## src/rtl/mem_req_resp_port.sv

```systemverilog
// mem_req_resp_port
//   DATA_W x 2**ADDR_W memory with a direct write port and a valid/ready read
//   port. Accepted reads capture the addressed word on the accept edge and
//   queue it, with its address, in a 2-entry in-order response buffer.
//   The array zeroes itself after reset and on a clear command.
//
// Ports
//   clk, rst                      clock, synchronous active-high reset
//   wr_en, wr_addr, wr_data       write port (honoured only when idle)
//   clr_start, busy               clear command (idle only) / clear in progress
//   rd_req_valid/ready/addr       read request channel
//   rd_resp_valid/ready/data/addr read response channel (head of buffer)
module mem_req_resp_port #(
    parameter int DATA_W = 8,
    parameter int ADDR_W = 8
) (
    input  logic              clk,
    input  logic              rst,
    input  logic              wr_en,
    input  logic [ADDR_W-1:0] wr_addr,
    input  logic [DATA_W-1:0] wr_data,
    input  logic              clr_start,
    output logic              busy,
    input  logic              rd_req_valid,
    output logic              rd_req_ready,
    input  logic [ADDR_W-1:0] rd_req_addr,
    output logic              rd_resp_valid,
    input  logic              rd_resp_ready,
    output logic [DATA_W-1:0] rd_resp_data,
    output logic [ADDR_W-1:0] rd_resp_addr
);

    localparam int              DEPTH    = 1 << ADDR_W;
    localparam logic [ADDR_W:0] LAST_PTR = (ADDR_W + 1)'(DEPTH - 1);

    typedef enum logic {
        CLEAR,
        IDLE
    } state_t;

    state_t            state_q, state_d;
    logic [ADDR_W:0]   ptr_q, ptr_d;

    logic [DATA_W-1:0] mem [DEPTH];
    logic              mem_we;
    logic [ADDR_W-1:0] mem_waddr;
    logic [DATA_W-1:0] mem_wdata;
    logic [DATA_W-1:0] rd_word;

    logic [DATA_W-1:0] buf_data_q [2];
    logic [DATA_W-1:0] buf_data_d [2];
    logic [ADDR_W-1:0] buf_addr_q [2];
    logic [ADDR_W-1:0] buf_addr_d [2];
    logic              head_q, head_d;
    logic              tail_q, tail_d;
    logic [1:0]        count_q, count_d;

    logic              push;
    logic              pop;

    // State register (plus buffer bookkeeping)
    always_ff @(posedge clk) begin
        if (rst) begin
            state_q    <= CLEAR;
            ptr_q      <= '0;
            head_q     <= 1'b0;
            tail_q     <= 1'b0;
            count_q    <= '0;
            buf_data_q <= '{default: '0};
            buf_addr_q <= '{default: '0};
        end else begin
            state_q    <= state_d;
            ptr_q      <= ptr_d;
            head_q     <= head_d;
            tail_q     <= tail_d;
            count_q    <= count_d;
            buf_data_q <= buf_data_d;
            buf_addr_q <= buf_addr_d;
        end
    end

    // Array has no reset of its own; the CLEAR sweep zeroes it.
    always_ff @(posedge clk) begin
        if (!rst && mem_we) begin
            mem[mem_waddr] <= mem_wdata;
        end
    end

    // Next-state logic
    always_comb begin
        state_d = state_q;
        ptr_d   = ptr_q;
        case (state_q)
            CLEAR: begin
                ptr_d = ptr_q + (ADDR_W + 1)'(1);
                if (ptr_q == LAST_PTR) begin
                    state_d = IDLE;
                end
            end
            IDLE: begin
                if (clr_start) begin
                    state_d = CLEAR;
                    ptr_d   = '0;
                end
            end
            default: state_d = CLEAR;
        endcase
    end

    // Output logic: registered-state functions only
    always_comb begin
        busy          = (state_q == CLEAR);
        rd_req_ready  = (state_q == IDLE) && (count_q != 2'd2);
        rd_resp_valid = (count_q != 2'd0);
        rd_resp_data  = buf_data_q[head_q];
        rd_resp_addr  = buf_addr_q[head_q];
    end

    // Write-port mux: the clear sweep owns the array while clearing
    always_comb begin
        mem_we    = 1'b0;
        mem_waddr = wr_addr;
        mem_wdata = wr_data;
        if (state_q == CLEAR) begin
            mem_we    = 1'b1;
            mem_waddr = ptr_q[ADDR_W-1:0];
            mem_wdata = '0;
        end else if (wr_en) begin
            mem_we = 1'b1;
        end
    end

    // The word is captured on the accept edge, so a same-edge write is not seen.
    assign rd_word = mem[rd_req_addr];

    // Response buffer
    always_comb begin
        push       = rd_req_valid && rd_req_ready;
        pop        = rd_resp_valid && rd_resp_ready;
        buf_data_d = buf_data_q;
        buf_addr_d = buf_addr_q;
        head_d     = head_q;
        tail_d     = tail_q;
        if (push) begin
            buf_data_d[tail_q] = rd_word;
            buf_addr_d[tail_q] = rd_req_addr;
            tail_d             = ~tail_q;
        end
        if (pop) begin
            head_d = ~head_q;
        end
        count_d = count_q + 2'(push) - 2'(pop);
    end

endmodule

```

## config.mk

```make
export PLATFORM = sky130hd
export DESIGN_NAME = mem_req_resp_port
export DESIGN_NICKNAME = d
export VERILOG_FILES = /design/src/rtl/mem_req_resp_port.sv
export SDC_FILE = /design/constraint.sdc
export NUM_CORES = 2
export LEC_CHECK = 0
export CAP_MARGIN = 20
export CORE_ASPECT_RATIO = 1.1
export CORE_MARGIN = 3
export CORE_UTILIZATION = 45
export CTS_BUF_LIST = sky130_fd_sc_hd__clkbuf_16
export CTS_CLUSTER_DIAMETER = 60
export DETAILED_ROUTE_END_ITERATION = 8
export DONT_BUFFER_PORTS = 1
export GPL_ROUTABILITY_DRIVEN = 1
export GPL_TIMING_DRIVEN = 0
export PLACE_DENSITY = 0.63
export SYNTH_ARGS = -nofsm -noshare
export SYNTH_HDL_FRONTEND = slang
export SYNTH_SLANG_ARGS = --single-unit
```

## constraint.sdc

```tcl
create_clock -name clk -period 10.95 [get_ports clk]
set_input_delay 1.095 -clock clk [delete_from_list [all_inputs] [get_ports clk]]
set_output_delay 1.095 -clock clk [all_outputs]
set_load 0.01 [all_outputs]
```

Word level (Yosys, flattened, before mapping)

Memories as Yosys holds them, arrays and structs flattened.
Index checks and enable logic that the tools add are counted.

Flip-flop bits (word level): 46
Memory bits (writable): 2048
Memories kept: 1

Add/subtract/negate cells: 3
Order comparisons: 3
Eq/ne operators: 3
Muxes and demuxes: 21
Bitwise logic cells: 5
Reductions and logical operators: 7

Memory list:

| name | words | width | rd ports | clocked after Yosys merged registers in | write ports | RTL line | source |
|---|---|---|---|---|---|---|---|
| mem  | 256   | 8     | 1        | 0                                       | 1           | 44       | `logic [DATA_W-1:0] mem [DEPTH];` |

Operator list:

| kind                                                       | number |
|---|---|
| 2-to-1 mux 8 bit                                           | 9 |
| bitwise mux 16 bit                                         | 2 |
| one-hot mux 9 bit (2 select lines)                         | 1 |
| adder 9 x 1 -> 9 bit, second input constant                | 1 |
| equality test 9 x 8 -> 1 bit, second input constant        | 1 |
| 2-to-1 mux 9 bit                                           | 1 |
| demux 8 bit (select 1 bit)                                 | 1 |
| 2-to-1 mux 1 bit                                           | 6 |
| logical AND 1 bit                                          | 5 |
| >= comparator 2 bit, second input constant                 | 2 |
| inequality test 2 bit, second input constant               | 2 |
| NOT 1 -> 2 bit                                             | 2 |
| NOT 1 bit                                                  | 3 |
| adder 2 x 1 -> 2 bit                                       | 1 |
| less-than comparator 2 x 1 -> 1 bit, second input constant | 1 |
| one-hot mux 1 bit (2 select lines)                         | 1 |
| nonzero test 2 bit                                         | 1 |
| subtractor 2 x 1 -> 2 bit                                  | 1 |
| zero test 1 bit                                            | 1 |

Depth between registers and ports, before layout

Depth in word-level cells: 6
Gate-level depth with buffers: 13
Gate-level depth less buffers: 9

Least setup slack after synthesis

OpenSTA, ideal clock, no wires.

Path type: input -> register
Start point: in wr_data[0]
End point: mem mem[0][0], data pin
Data arrival time: 4.322 ns
Path slack: 5.761 ns
Stages on the path: 1
Path buffers: 0
Cells stage by stage: and2_1

Longest elaborated chain between the ends: 1

Ends and longest elaborated chain:

| what               | RTL line | source |
|---|---|---|
| start: declaration | 21       | `input logic [DATA_W-1:0] wr_data,` |
| 2-to-1 mux 8 bit   | 124      | `if (state_q == CLEAR) begin` |
| end: declaration   | 44       |  |

Every way passes these cells.

Worst setup path in the final report

Start point: in rd_req_addr[3]
End point: reg buf_data_q[13] (netlist bit)

Longest elaborated chain between the ends: 2

Ends and longest elaborated chain:

| what                      | RTL line | source |
|---|---|---|
| start: declaration        | 26       | `input logic [ADDR_W-1:0] rd_req_addr,` |
| memory read (256 x 8 bit) | --       |  |
| bitwise mux 16 bit        | 145      | `buf_data_d[tail_q] = rd_word;` |
| end signal: assignment    | 77       | `buf_data_q <= buf_data_d;` |
| end: declaration          | 50       | `logic [DATA_W-1:0] buf_data_q [2];` |

Every way passes these cells.
A chain may end at the register's enable or synchronous reset.

==> flow_metrics.py <==
metrics = {
    "grt": {
        "grt_start_max_net_pins": 93,
        "overflow": 0,
        "antenna_found_initial": 18,
        "first_global_vias": 43951,
        "grt_usage_pct": 30.5,
        "grt_pass1_wl_mm": 382,
    },
    "setup_path": {
        "required_ns": 11.73,
        "cpMostUsedCell": "buf_2",
        "cp_slowest_cell": "clkbuf_1",
        "worstPathArrival_ns": 5.92,
        "crit_fanout": 10,
        "cp-end-kind": "flip-flop",
        "crit_type": "primary input to flip-flop",
        "path_cells": "buf_2, buf_2, buf_2, clkbuf_1, buf_8, clkbuf_1, a31oi_1, a211oi_1, o21ai_1, a31o_2",
        "start_kind": "primary input",
        "critPathMaxStageDelay_ns": 0.88,
    },
    "sta": {
        "hold_viol_final": 0,
        "setup_violations": 0,
        "slew_headroom_pct": 11.7,
        "fin_crit_ns": 5.14,
        "slew_viol_final": 0,
        "clock_skew_ns": 0.0606,
        "worst-slew-pin-transition_ns": 1.32,
        "max_freq_ghz": 0.194,
        "min_period_over_period_pct": 47.0,
        "final.setup.tns_ns": 0,
        "rsz0062_at_grt": "no",
    },
    "detailed_routing": {
        "firstDrtPassIters": 6,
        "drt_iter0_drc": 7990,
        "vias": 45929,
        "drcViolationCount": 0,
        "routedWlPerCell_um": 41.7,
        "routed_wl_mm": 286,
        "viasPerCell": 6.69,
        "antenna_left": 0,
    },
    "synthesis": {
        "async_flop_share_pct": 0,
        "syn-cell-area_mm2": 0.0822,
        "synth_edf_count": 2048,
        "ys_seq_area_share_pct": 75.9,
        "synth_fp_nets": 4059,
        "ys_types": 79,
        "synth_area_per_cell_um2": 20.4,
        "syn_inst": 4025,
        "synth_flop_cell": "edfxtp_1",
        "ys_ff_latch": 2094,
        "ys_warn_count": 0,
    },
    "clock_network": {
        "cts_hold_buf": 0,
        "path_clk_slew_ns": 0.06,
        "ctsLongestPathBuffers": 3,
        "cts_buffers": 207,
        "h-tree-depth": 4,
        "post_cts_resized": 0,
        "worst_skew_pair.late_latency_ns": 0.89,
        "cts_setup_buffers": 0,
        "cts-root-buf": "clkbuf_16",
        "cts.sinks": 2094,
        "tritoncts": "done",
    },
    "job": {
        "cap_violations": 0,
    },
    "pwr": {
        "max-vdd-ir-drop_uv": 182,
        "total_power_mw": 16.5,
        "p_leak_nw": 30.7,
        "power_density_mw_per_mm2": 177,
    },
    "run_status": {
        "status": "complete, no violations",
    },
    "worst_hold_path": {
        "worst_hold_path_type": "primary input to flip-flop",
    },
    "die": {
        "dieWidth_um": 414,
        "core_area_mm2": 0.180,
        "die-area_mm2": 0.188,
        "num_rows": 163,
        "die_y_um": 454,
        "boundaryPins": 49,
        "start_util_pct": 45.6,
    },
    "finish": {
        "layout-drive-gt1-share_pct": 22.8,
        "syn_to_final_growth_pct": 12.9,
        "final_cells": 6866,
        "final_cell_area_mm2": 0.0928,
        "nets": 4326,
    },
    "placement": {
        "place.detailed.hpwl_mm": 187,
        "dpl_cell_area_mm2": 0.0863,
        "portBuffers": 0,
        "place_congestion": 0.978,
        "dp.cells": 6472,
    },
}
[path summary, 6_finish.rpt]
check / start / endpoint / slack, ns / cells after the start
max: rd_req_addr[3] / buf_data_q[13]$_SDFFE_PP0P_ / 5.81 / 10
min: clr_start / ptr_q[8]$_SDFFE_PP0P_ / 0.39 / 2
max reg2reg: state_q$_SDFF_PP0_ / mem[191][0]$_DFFE_PP_ / 6.49 / 7
min reg2reg: buf_data_q[7]$_SDFFE_PP0P_ / buf_data_q[7]$_SDFFE_PP0P_ / 0.45 / 2
[report_power, final]
part | internal, mW | switching [mW] | total, mW
logic | 0.277 | 0.603 | 0.880
clock network | 3.77 | 3.14 | 6.91
registers | 8.67 | 0.00475 | 8.67
total | 12.7 | 3.75 | 16.5
[area by class of cell]
class	count	area [um2]
sequential	2094	62400
timing repair buffer	58	1020
fill	14126	87700
antenna	9	22.5
clock buffer	210	5260
tap	2392	2990
inverter	17	63.8
multi-input combinational	1670	18200
clock inverter	172	1240
buffer	244	1600
[per-layer routing]
| metal | wire (um) | track usage [%] |
|---|---|---|
| met2 | 128000 | 45.2 |
| met1 | 99400 | 39.4 |
| met3 | 35300 | 8.60 |
| met5 | 85 | 0 |
| met4 | 23400 | 20.2 |
[cell usage in the layout, fill, tap and decap left out, types with 64 or more instances in the layout]
cell       count
nand2_1      124
inv_1         68
mux4_2       442
nor2_1       314
edfxtp_1    2048
a22oi_1       81
a21oi_1       76
mux2i_1      100
clkbuf_16    210
buf_2         64
[synth_stat cells, types with 8 or more instances]
cell | count | area [um2]
buf_1 | 10 | 37.5
nor2b_1 | 34 | 213
a22o_1 | 13 | 114
a21oi_1 | 76 | 380
o22ai_1 | 56 | 350
clkbuf_1 | 77 | 289
mux2i_1 | 100 | 1000
o211ai_1 | 8 | 60.1
or3_1 | 10 | 62.6
a221oi_1 | 12 | 105
o21ai_1 | 8 | 40.0
mux4_1 | 40 | 1050
o21ai_0 | 37 | 185
dfxtp_1 | 46 | 921
buf_4 | 47 | 353
a22oi_1 | 81 | 608
nand2_1 | 124 | 465
and2_1 | 18 | 113
o32ai_1 | 11 | 96.3
buf_6 | 39 | 439
mux2_2 | 35 | 394
a211oi_1 | 21 | 158
nand2b_1 | 22 | 138
nor4_1 | 10 | 62.6
inv_1 | 16 | 60.1
mux4_2 | 442 | 9950
buf_2 | 62 | 310
nor2_1 | 314 | 1180
edfxtp_1 | 2048 | 61500
nand3_1 | 40 | 200
nor3_1 | 32 | 160
[flip-flops by register name (all words and copies together), names as in the netlist]
register	cells
buf_addr_q	16
buf_data_q	16
count_q	2
head_q	1
mem	2048
ptr_q	9
state_q	1
tail_q	1
[per-stage QoR]
step	setup WS, ns	hold WS (ns)	util [%]
detailed placement	5.05	0.439	47.8
floorplan	5.76	0.414	-
CTS	5.97	0.348	51.4
global route	5.95	0.388	51.4
finish	5.81	0.390	51.4
global placement	1.28	0.430	47.2
[critical path, delay by kind of cell]
kind	cells	cell delay [ns]
AOI/OAI and AO/OA	4	1.62
buffers and inverters	6	3.15
[cell families (layout without fill, tap and decap cells)]
logic type	Yosys count	in the layout	synth area share (%)
AO/OA/AOI/OAI	396	396	3.33
buffers and inverters	261	701	1.99
multiplexers	617	617	15.1
XOR/XNOR	3	3	0.0320
flip-flops	2094	2094	75.9
other	0	9	0
AND/OR/NAND/NOR	650	650	3.60
adder cells (fa/ha/maj)	4	4	0.0609
Note: power is estimated with default switching activity, not from simulation.
